File: config.mk
export PLATFORM = sky130hd
export DESIGN_NAME = frog_controller
export DESIGN_NICKNAME = d
export VERILOG_FILES = /design/src/rtl/frogger_pkg.sv /design/src/rtl/frog_controller_key_edge_detect.sv /design/src/rtl/frog_controller.sv
export SDC_FILE = /design/constraint.sdc
export NUM_CORES = 1
export LEC_CHECK = 0
export CORE_UTILIZATION = 55
export DETAILED_ROUTE_END_ITERATION = 12
export DONT_BUFFER_PORTS = 1
export PLACE_DENSITY = 0.78
export SLEW_MARGIN = 0
export SYNTH_ARGS = -nofsm -noshare
export SYNTH_HDL_FRONTEND = slang
export SYNTH_SLANG_ARGS = --single-unit
File: constraint.sdc
create_clock -name frame_clk -period 11.55 [get_ports frame_clk]
set_clock_uncertainty 0.1 [all_clocks]
set_input_delay 0.5775 -clock frame_clk [delete_from_list [all_inputs] [get_ports frame_clk]]
set_output_delay 0.5775 -clock frame_clk [all_outputs]
set_load 0.05 [all_outputs]
File: src/rtl/frogger_pkg.sv
// Shared types and constants for the frog controller slice.
// FROG_TIMEOUT_EN (in frog_controller) adds an optional per-attempt frame limit.
package frogger_pkg;

    typedef enum logic [2:0] {
        ST_SPAWN  = 3'd0,
        ST_PLAY   = 3'd1,
        ST_DYING  = 3'd2,
        ST_HOMED  = 3'd3,
        ST_FROZEN = 3'd4
    } frog_state_t;

    localparam logic [7:0] KEY_NONE  = 8'h00;
    localparam logic [7:0] KEY_UP    = 8'h1A;
    localparam logic [7:0] KEY_DOWN  = 8'h16;
    localparam logic [7:0] KEY_LEFT  = 8'h04;
    localparam logic [7:0] KEY_RIGHT = 8'h07;

    localparam logic [1:0] DIR_UP    = 2'd0;
    localparam logic [1:0] DIR_DOWN  = 2'd1;
    localparam logic [1:0] DIR_LEFT  = 2'd2;
    localparam logic [1:0] DIR_RIGHT = 2'd3;

    localparam logic [10:0] HOME_X0 = 11'd120;
    localparam logic [10:0] HOME_X1 = 11'd280;
    localparam logic [10:0] HOME_X2 = 11'd480;

    localparam logic [10:0] OFF_X = 11'd640;
    localparam logic [10:0] OFF_Y = 11'd480;

    localparam logic [10:0] X_MIN = 11'd0;
    localparam logic [10:0] X_MAX = 11'd600;
    localparam logic [10:0] Y_MIN = 11'd40;
    localparam logic [10:0] Y_MAX = 11'd440;

    // One-hot home slot for an X coordinate, zero when X is not a slot.
    function automatic logic [2:0] home_slot(input logic [10:0] x);
        home_slot = 3'b000;
        if (x == HOME_X0) home_slot = 3'b001;
        if (x == HOME_X1) home_slot = 3'b010;
        if (x == HOME_X2) home_slot = 3'b100;
    endfunction

endpackage

File: src/rtl/frog_controller_key_edge_detect.sv
// Turns a held USB keycode into a single-frame move strobe plus direction.
module key_edge_detect
    import frogger_pkg::*;
(
    input  logic       frame_clk,
    input  logic       game_restart,
    input  logic [7:0] keycode,
    output logic       move,
    output logic [1:0] dir
);

    logic [7:0] prev_key;
    logic       known;

    always_ff @(posedge frame_clk) begin
        if (game_restart) prev_key <= KEY_NONE;
        else              prev_key <= keycode;
    end

    // A press counts only when the previous frame had no key at all.
    always_comb begin
        dir   = DIR_UP;
        known = 1'b1;
        case (keycode)
            KEY_UP:    dir = DIR_UP;
            KEY_DOWN:  dir = DIR_DOWN;
            KEY_LEFT:  dir = DIR_LEFT;
            KEY_RIGHT: dir = DIR_RIGHT;
            default:   known = 1'b0;
        endcase
        move = known && (prev_key == KEY_NONE);
    end

endmodule

File: src/rtl/frog_controller.sv
// Frog movement, death/respawn and homing controller, stepped once per video frame.
// Define FROG_TIMEOUT_EN to kill the active frog after TIME_LIMIT PLAY frames.
module frog_controller
    import frogger_pkg::*;
#(
    parameter int STEP           = 40,
    parameter int START_X        = 280,
    parameter int START_Y        = 440,
    parameter int RESPAWN_FRAMES = 30,
    parameter int TIME_LIMIT     = 600
) (
    input  logic        frame_clk,
    input  logic        game_restart,
    input  logic [7:0]  keycode,
    input  logic        hazard_hit,
    input  logic        win_game,
    input  logic        lose_game,
    output logic [10:0] Frog1_X,
    output logic [10:0] Frog1_Y,
    output logic [10:0] Frog2_X,
    output logic [10:0] Frog2_Y,
    output logic [10:0] Frog3_X,
    output logic [10:0] Frog3_Y,
    output logic        dead_frog,
    output logic [1:0]  active_frog,
    output logic [2:0]  home_mask,
    output logic [2:0]  state_dbg
);

    localparam logic [10:0] SX        = 11'(START_X);
    localparam logic [10:0] SY        = 11'(START_Y);
    localparam logic [11:0] STEP_W    = 12'(STEP);
    localparam logic [15:0] RESP_LAST = 16'(RESPAWN_FRAMES - 1);

    frog_state_t state, state_n;
    logic [10:0] fx [3];
    logic [10:0] fy [3];
    logic [10:0] fx_n [3];
    logic [10:0] fy_n [3];
    logic [1:0]  active_n, next_idx;
    logic [2:0]  mask_n, slot;
    logic        dead_n, move, in_range, timeout;
    logic [1:0]  dir;
    logic [15:0] resp_cnt, resp_n;
    logic [11:0] cx, cy, tx, ty;

    key_edge_detect u_key (
        .frame_clk    (frame_clk),
        .game_restart (game_restart),
        .keycode      (keycode),
        .move         (move),
        .dir          (dir)
    );

`ifdef FROG_TIMEOUT_EN
    localparam logic [15:0] TIME_LAST = 16'(TIME_LIMIT - 1);
    logic [15:0] attempt_timer;

    // Cleared outside PLAY, so SPAWN starts every attempt from zero.
    always_ff @(posedge frame_clk) begin
        if (game_restart || state != ST_PLAY) attempt_timer <= '0;
        else                                  attempt_timer <= attempt_timer + 16'd1;
    end
    assign timeout = (state == ST_PLAY) && (attempt_timer == TIME_LAST);
`else
    localparam int unused_time_limit = TIME_LIMIT;
    assign timeout = 1'b0;
`endif

    always_comb begin
        cx       = {1'b0, fx[active_frog]};
        cy       = {1'b0, fy[active_frog]};
        tx       = cx;
        ty       = cy;
        in_range = 1'b0;
        case (dir)
            DIR_UP:    begin ty = cy - STEP_W; in_range = cy >= {1'b0, Y_MIN} + STEP_W; end
            DIR_DOWN:  begin ty = cy + STEP_W; in_range = cy + STEP_W <= {1'b0, Y_MAX}; end
            DIR_LEFT:  begin tx = cx - STEP_W; in_range = cx >= {1'b0, X_MIN} + STEP_W; end
            default:   begin tx = cx + STEP_W; in_range = cx + STEP_W <= {1'b0, X_MAX}; end
        endcase
        slot = home_slot(tx[10:0]);
    end

    always_comb begin
        state_n  = state;
        fx_n     = fx;
        fy_n     = fy;
        active_n = active_frog;
        mask_n   = home_mask;
        dead_n   = 1'b0;
        resp_n   = resp_cnt;
        next_idx = active_frog + 2'd1;
        if (win_game || lose_game) begin
            state_n = ST_FROZEN;
        end else begin
            case (state)
                ST_SPAWN: state_n = ST_PLAY;
                ST_PLAY: begin
                    // Death outranks both movement and homing in the same frame.
                    if (hazard_hit || timeout) begin
                        state_n = ST_DYING;
                        dead_n  = 1'b1;
                        resp_n  = '0;
                    end else if (move && in_range) begin
                        fx_n[active_frog] = tx[10:0];
                        fy_n[active_frog] = ty[10:0];
                        if (ty[10:0] == Y_MIN) begin
                            if ((slot & ~home_mask) != 3'b000) begin
                                mask_n  = home_mask | slot;
                                state_n = ST_HOMED;
                            end else begin
                                state_n = ST_DYING;
                                dead_n  = 1'b1;
                                resp_n  = '0;
                            end
                        end
                    end
                end
                ST_DYING: begin
                    if (resp_cnt == RESP_LAST) begin
                        state_n           = ST_SPAWN;
                        fx_n[active_frog] = SX;
                        fy_n[active_frog] = SY;
                    end else begin
                        resp_n = resp_cnt + 16'd1;
                    end
                end
                ST_HOMED: begin
                    if (active_frog == 2'd2) begin
                        state_n = ST_FROZEN;
                    end else begin
                        active_n       = next_idx;
                        fx_n[next_idx] = SX;
                        fy_n[next_idx] = SY;
                        state_n        = ST_SPAWN;
                    end
                end
                default: state_n = ST_FROZEN;
            endcase
        end
    end

    always_ff @(posedge frame_clk) begin
        if (game_restart) begin
            state       <= ST_SPAWN;
            active_frog <= 2'd0;
            home_mask   <= 3'b000;
            dead_frog   <= 1'b0;
            resp_cnt    <= '0;
            fx[0]       <= SX;
            fy[0]       <= SY;
            fx[1]       <= OFF_X;
            fy[1]       <= OFF_Y;
            fx[2]       <= OFF_X;
            fy[2]       <= OFF_Y;
        end else begin
            state       <= state_n;
            active_frog <= active_n;
            home_mask   <= mask_n;
            dead_frog   <= dead_n;
            resp_cnt    <= resp_n;
            fx          <= fx_n;
            fy          <= fy_n;
        end
    end

    assign Frog1_X   = fx[0];
    assign Frog1_Y   = fy[0];
    assign Frog2_X   = fx[1];
    assign Frog2_Y   = fy[1];
    assign Frog3_X   = fx[2];
    assign Frog3_Y   = fy[2];
    assign state_dbg = state;

endmodule

-- After elaboration in Yosys (flattened, before gate mapping)
Index checks and enable logic that the tools add are counted.
Widths: inputs -> output; s select.
- bits in registers: 99
- bits of input ports: 13
- logic and storage cells: 143
- output and inout port bits: 75
- order comparisons: 8
- bitwise operators: 21
- reduce and logical (&&, ||, !) cells: 21
- $add $sub $neg: 6
- mux-type cells: 48
- equal/unequal tests: 26
- operators with widths (operator ; count):
    $mux 33 ; 8
    $pmux 33 s3 ; 2
    $mux 16 ; 5
    $bwmux 33 ; 2
    $mux 11 ; 6
    $and 24x24->24 ; 2
    $not 24->24 ; 2
    $bmux 11 s2 ; 2
    $demux 11 s2 ; 2
    $pmux 11 s2 ; 2
    $and 18x18->18 ; 2
    $not 18->18 ; 2
    $pmux 16 s2 ; 1
    $or 15x15->15 ; 2
    $add 11x6->12 const B ; 2
    $mux 3 ; 8
    $eq 11x9->1 const B ; 2
    $sub 11x6->11 const B ; 2
    $or 9x9->9 ; 2
    $reduce_and 6->1 ; 3
    $add 16x1->16 const B ; 1
    $eq 16x5->1 const B ; 1
    $eq 8x3->1 const B ; 2
    $eq 8x5->1 const B ; 2
    other kinds (36) ; 65

-- Depth between registers and ports, before layout
Gate-level depths: netlist of the first run.
- depth after elaboration: 18
- depth in mapped cells: 19
- mapped depth without buffers: 14

-- Hierarchy
Synthesis of the first run repeated with hierarchy kept, for this count alone.
- cell total of the unflattened synthesis: 642
- area, all modules: 5706.7 um^2
- by module, submodules not included (module ; instances ; cells each ; area an instance (um^2) ; seq. area each (um^2)):
    frog_controller ; 1 ; 613 ; 5381.4 ; 1821.7
    key_edge_detect ; 1 ; 29 ; 325.3 ; 160.2

-- Worst setup path before layout of the first run
No wires, ideal clock.
- path kind: reg2reg
- start: register active_frog[1]
- end: register with a tool-made name
- cell stages (with the launch flop): 17
- required time: 11.333 ns
- slack: 7.238 ns
- arrival time: 4.096 ns
- library setup time: 0.117 ns
- period minus slack after synthesis: 4.312 ns
- buffers on the path: 4
- path through: dfxtp_1 buf_6 mux2i_1 o22a_1 inv_1 ha_1 or4b_1 a2111oi_1 nor3_1 o41ai_2 nand2_1 a221o_1 buf_2 and2_0 clkbuf_1 buf_2 a22o_1
- RTL lines (element ; line ; source):
    start: declaration ; frog_controller.sv:25 ; output logic [1:0] active_frog,
    start signal: assignment ; frog_controller.sv:159 ; active_frog <= active_n;

-- Worst setup path in the final report of the first run
- start: register active_frog[1]
- end: register resp_cnt[3]
- word-level cells in the longest chain between the ends: 14
- elaborated cells on any way between the ends: 32
- classes of those cells: add/sub (4); order compare (4); eq/ne (7); mux (12); bitwise (2); reduce/logical (3)
- ends and longest elaborated chain (element ; line ; source):
    $not 2->3 (not written as such) * ; frog_controller.sv:71, frog_controller.sv:72 ;
    $bmux 11 s2 ; frog_controller.sv:71 ; cx = {1'b0, fx[active_frog]};
    $mux 11 (not written as such) (2 in series) ; frog_controller.sv:71 ;
    $add 11x6->12 or $sub 11x6->11 (tied branches) ; frog_controller.sv:80, frog_controller.sv:79 ;
    $pmux 11 s2 ; frog_controller.sv:76 ; case (dir)
    $eq 11x7->1 ; frogger_pkg.sv:39 ; if (x == HOME_X0) home_slot = 3'b001;
    $mux 1 ; frogger_pkg.sv:39 ;
    $mux 3 ; frogger_pkg.sv:40 ; if (x == HOME_X1) home_slot = 3'b010;
    $mux 3 ; frogger_pkg.sv:41 ; if (x == HOME_X2) home_slot = 3'b100;
    $and 3x3->3 ; frog_controller.sv:109 ; if ((slot & ~home_mask) != 3'b000) begin
    $reduce_bool 3->1 ; frog_controller.sv:109 ;
    $ne 3x3->1 (no line) ; n/a ;
    $reduce_and 6->1 (no line) * ; n/a ;
    end signal: assignment ; frog_controller.sv:162 ; resp_cnt <= resp_n;
    end: declaration ; frog_controller.sv:44 ; logic [15:0] resp_cnt, resp_n;
Mark *: on every way between the ends. The rest lies on a longest branch, timed or not. The select of a mux whose other input is x is not followed.
A chain may end at the register's enable or synchronous reset.

==> results of run 1 <==
-- area by class of cell --
type / count / area, sq um / area share [%]
multi-input combinational: 467 / 3467 / 57.95
sequential: 99 / 1984 / 33.17
tap: 136 / 170.2 / 2.844
inverter: 35 / 131.4 / 2.196
clock buffer: 9 / 123.9 / 2.070
clock inverter: 7 / 68.82 / 1.150
timing repair buffer: 5 / 37.54 / 0.6274
-- metrics by stage --
step	setup slack, ns	hold WS, ns	std cells
floorplan	7.238	0.3476	641
global placement	6.278	0.3604	742
detailed placement	6.229	0.3661	742
CTS	6.173	0.1391	758
global route	5.708	0.1361	758
finish	6.115	0.1513	758
-- per-layer routing --
metal  part of all wire (%)  GRT usage [%]  vias up
met5                      0              0        -
met4                    3.0          14.39        0
met3                     10          8.484       42
met2                     46          48.63      279
met1                     41          38.19     2522
li1                       -              -     2437
-- where the power goes --
group	switching [mW]	total, mW	internal (mW)	leakage, nW
Combinational	0.0138	0.0196	0.00586	1.04
Sequential	0.00280	0.346	0.343	0.802
Clock	0.137	0.221	0.0839	0.0964
Total	0.154	0.587	0.433	1.94
-- layout by cell type (no fill, tap or decap), drive strengths merged, types with 14 or more instances in the layout --
master and instances:
mux2i 28, nor2 27, o22ai 16, o21ai 18, a22o 36, or4 14, a21oi 29, inv 38
nand3 18, nand2 39, dfxtp 99
-- cells by family after synthesis --
family	Yosys count	share of synthesized area, %
muxes	28	4.887
buffers and inverters	75	6.458
xor gates and xnor gates	16	2.670
adders and majority gates	12	2.583
and+or+nand+nor	196	20.54
AOI/OAI and AO/OA	215	28.76
DFF	99	34.10
-- path summary, 6_finish.rpt --
path,slack [ns],depth (start not counted),startpoint,to
worst max-delay path,6.11,14,active_frog[1]$_SDFFE_PP0P_,resp_cnt[3]$_SDFFE_PP0P_
worst min-delay path,0.15,1,game_restart,active_frog[0]$_SDFFE_PP0P_
worst max register to register,6.11,14,active_frog[1]$_SDFFE_PP0P_,resp_cnt[3]$_SDFFE_PP0P_
worst min register to register,0.39,2,resp_cnt[4]$_SDFFE_PP0P_,resp_cnt[4]$_SDFFE_PP0P_
==> impl_metrics.tcl, run 1 <==
set metrics [dict create \
    p_leak_nw 1.942 \
    slew_viol_final 0 \
    crit_path_cell_trace "buf_4 -> mux2i_1 -> o22a_1 -> ha_1 -> or2_2 -> o22a_1 -> and4_1 -> o2bb2ai_1 -> xnor2_1 -> a211oi_1 -> a32oi_1 -> a21oi_1 -> o31ai_2 -> a21oi_1" \
    grt_usage_pct 30.55 \
    rsz0062_at_grt "false" \
    crit_type "flop to flop" \
    insertion_delay_ns 0.39 \
    drive_gt1_share_pct 9.486 \
    power_density_mw_per_mm2 98.04 \
    synth-warning-count 0 \
    crit_path_start_kind "flop" \
    cp_slowest_stage_delay_ns 0.87 \
    root_buffer "clkbuf_8" \
    cts.sink_count 99 \
    synth-edff-count 0 \
    synth_nets 666 \
    antenna_found_initial 0 \
    grt_overflow_total 0 \
    ys_seq_area_share_pct 34.10 \
    cts_resized 0 \
    dieWidth_um 104.8 \
    routed_wl_um 16670 \
    drcViolationCount 0 \
    die_area_sq_mm 0.01098 \
    relSlewSlack_pct 21.61 \
    ys_ff_latch 99 \
    path_max_fanout 29 \
    yosys.area.top_type_share_pct 34.10 \
    crit_slowest_cell "o31ai_2" \
    wl_per_cell_um 21.99 \
    path_delay_family "compound AO/OA/AOI/OAI gates" \
    postCtsSetupRepairBufs 0 \
    fp-row-count 37 \
    synth_cell_types 86 \
    die_y_um 104.8 \
    postLayoutCoreUtil_pct 58.22 \
    synth_most_common_cell "dfxtp_1" \
    antenna_left 0 \
    port_buffers 0 \
    worst_pin_slew_ns 1.168 \
    grt_max_degree 48 \
    yosys.area.top_type "dfxtp_1" \
    avgViaCountPerCell 6.966 \
    design_area_sq_mm 0.005983 \
    ctsHoldBuffers 0 \
    ys.flop_type "dfxtp_1" \
    async_flop_share_pct 0 \
    fin_setup_tns_ns 0 \
    first_pass_iters 5 \
    initialDrtViolationCount 333 \
    status "finished clean" \
    core_sq_mm 0.01028 \
    fin_nets 642 \
    n_antenna_cell 0 \
    cts_tree "done" \
    cap_violations 0 \
    crit_arrival_ns 5.56 \
    cts_max_path_buffers 2 \
    syn2layout_area_growth_pct 2.949 \
    hold_viol 0 \
    cts_made_buffers 9 \
    vias 5280 \
    finalSetupViolations 0 \
    post_dp_cell_area_sq_mm 0.005791 \
    finalCriticalPeriod_ns 5.435 \
    fmax_mhz 184.0 \
    netlist_area_sq_mm 0.005812 \
    crit_path_end_kind "flop" \
    synth_commonest_cells "99 x dfxtp_1, 38 x nand2_1, 36 x a22o_1" \
    cts_htree_levels 3 \
    dp_hpwl_um 12050 \
    crit_buf_inv 1 \
    irDropWorstVdd_uv 54.37 \
    worstPathRequired_ns 11.67 \
    fin_crit_sh_pct 47.06 \
    synth_area_per_cell_sq_um 9.067 \
    clk_pin_slew_ns 0.11 \
    gp_congestion 0.9192 \
    power.total_mw 0.5866 \
    grt_pass1_wl_um 26520 \
    hold_path_class "input pin to flop" \
    syn_inst 641 \
    fill_cells 958 \
    grt_pass1_vias 5039 \
    io_pins 88 \
    initial_core_util_pct 56.55 \
    ys_top_cells_by_area "dfxtp_1 34%, a22o_1 5.4%, mux2i_1 4.7%" \
]
No activity file was read; power rests on OpenSTA's default activity.
==> run 2, diff against run 1 <==
PLACE_DENSITY = 0.81   (was 0.78)
clock period = 4.6 ns   (was 11.55 ns; I/O delays follow)
==> run 2 against run 1 <==
  * Sequential cell count is the same
  * Sequential share of layout area shrank 2.5 points
  * Count of clock-buffer cells in the layout grew 1
  * Wire length grew 10%
  * Combinational power grew to 3.4 times the previous value
  * Die area is the same
  * Critical path depth grew 1
  * Hold slack lost 0.14 ns
  * Clock power grew 150%
  * First-iteration DRC count grew 54%
  * Worst setup slack lost 5.8 ns
  * Non-clock buffer count grew 61
  * Critical endpoint is now resp_cnt[6]$_SDFFE_PP0P_
  * Largest cell class unchanged
==> impl_metrics.tcl, run 2 (same netlist as run 1, synthesis figures left out) <==
set metrics [dict create \
    routed_wl_um 18370 \
    rsz0062_at_grt "false" \
    design_area_sq_mm 0.006482 \
    postLayoutCoreUtil_pct 63.08 \
    cts_tree "done" \
    grt_max_degree 35 \
    top_layer "met4" \
    first_pass_iters 6 \
    mostFrequentLayoutCell "dfxtp_1" \
    met3_length_um 1660 \
    r2r-start "active_frog[1]$_SDFFE_PP0P_" \
    die_area_sq_mm 0.01098 \
    fp-row-count 37 \
    fin_setup_tns_ns 0 \
    relSlewSlack_pct 51.42 \
    gp_congestion 0.9702 \
    cp_slowest_stage_delay_ns 0.54 \
    hold_path_class "input pin to flop" \
    drive_gt1_share_pct 16.11 \
    core_sq_mm 0.01028 \
    p_switching_mw 0.3842 \
    antenna_left 0 \
    slew_viol_final 0 \
    irDropWorstVdd_uv 202.2 \
    hold_viol 0 \
    crit_path_end_kind "flop" \
    status "finished clean" \
    antenna_found_initial 0 \
    worstPathRequired_ns 4.81 \
    wl_met2_um 8764 \
    dp.cells 793 \
    p_leak_nw 2.239 \
    dieWidth_um 104.8 \
    post_dp_cell_area_sq_mm 0.006186 \
    finalSetupViolations 0 \
    crit_path_cell_trace "buf_4 -> o22a_1 -> inv_1 -> ha_1 -> inv_1 -> o211ai_1 -> nand4_1 -> o22ai_1 -> xor2_1 -> or4_4 -> nor4b_4 -> a21oi_2 -> buf_4 -> or4_1 -> a21oi_1" \
    grt_pass1_wl_um 28920 \
    pwr-share-seq_pct 58.7 \
    fmax_mhz 231.4 \
    n_antenna_cell 0 \
    grt_usage_pct 33.60 \
    crit_slowest_cell "or4_4" \
    wl_per_cell_um 22.42 \
    fin_crit_sh_pct 93.96 \
    root_buffer "clkbuf_8" \
    die_y_um 104.8 \
    insertion_delay_ns 0.38 \
    port_buffers 0 \
    drcViolationCount 0 \
    crit_path_start_kind "flop" \
    cts_made_buffers 9 \
    wl_met1_um 7441 \
    fill_cells 894 \
    crit_type "flop to flop" \
    path_max_fanout 32 \
    crit_path_start "active_frog[1]$_SDFFE_PP0P_" \
    grt_overflow_total 0 \
    min_from "game_restart" \
    vias 5611 \
    fin_nets 703 \
    stdcell_count 819 \
    avgViaCountPerCell 6.851 \
    power_density_mw_per_mm2 227.7 \
    power.internal_mw 1.092 \
    final_cell_mix "97 x dfxtp_1, 55 x buf_4, 38 x nand2_1" \
    dp_hpwl_um 13250 \
    crit_arrival_ns 4.53 \
    cts.sink_count 99 \
    cts_htree_levels 3 \
    clkPwrFrac_pct 36.8 \
    postCtsSetupRepairBufs 0 \
    sw_frac_of_total_pct 26.02 \
    power.total_mw 1.476 \
    syn2layout_area_growth_pct 11.54 \
    io_pins 88 \
    cts_max_path_buffers 2 \
    grt_pass1_vias 5323 \
    cap_violations 0 \
    initial_core_util_pct 56.55 \
    initialDrtViolationCount 514 \
    worst_pin_slew_ns 0.7211 \
    clk_pin_slew_ns 0.11 \
    finalCriticalPeriod_ns 4.322 \
    p_comb_share_pct 4.5 \
]
run 2: cell types whose count changed in the layout (fill, tap and decap cells not counted), sizes merged:
cell         change
clkinv           -2
inv              +1
dlygate4sd3      +9
clkbuf           +1
buf             +52
run 2: stage by stage:
stage,hold WS (ns),setup WS (ns)
3_3_place_gp,0.2054,0.3461
4_1_cts,0.0009382,0.1725
3_5_place_dp,0.2064,0.2174
6_report,0.007293,0.2778
5_1_grt,0.01055,0.06464
2_1_floorplan,0.2582,0.2876
run 2: worst max-delay path: cells and delay by family (launching register included):
family | cells | cell delay (ns)
buf+inv | 4 | 0.74
xor+xnor | 1 | 0.23
fa+ha+maj | 1 | 0.23
compound gates | 5 | 0.82
simple gates | 4 | 1.61
flops | 1 | 0.53
run 2: timing repair:
action | CTS | global route
gates resized for setup | 0 | 2
setup endpoints to repair | 0 | 30
hold endpoints to repair | 34 | 0
hold buffers | 10 | 0
run 2: layout make-up:
class	instances	area, sq um	area share [%]
clock buffer	10	127.6	1.969
clock inverter	6	53.80	0.8300
timing repair buffer	66	543.0	8.377
sequential	99	1989	30.69
tap	136	170.2	2.625
multi-input combinational	467	3467	53.48
inverter	35	131.4	2.027
run 2: worst paths after layout:
check / endpoint / slack, ns / cells after the start
worst max-delay path: resp_cnt[6]$_SDFFE_PP0P_ / 0.28 / 15
worst min-delay path: flop / 0.007 / 2
worst max register to register: resp_cnt[6]$_SDFFE_PP0P_ / 0.28 / 15
worst min register to register: resp_cnt[4]$_SDFFE_PP0P_ / 0.38 / 2
run 2: power groups by stage:
stage	clock network [mW]	logic (mW)	registers, mW
after floorplan	0	0.0429	0.887
after CTS	0.540	0.0640	0.868
after detailed placement	0	0.0504	0.888
after global routing	0.578	0.0699	0.867
after global placement	0	0.0491	0.887
final	0.543	0.0662	0.867
run 2: layer usage:
layer  GRT usage, %  vias up
li1               -     2555
met3          8.047       44
met4          12.58        0
met2          56.20      302
met5              0        -
met1          41.85     2710
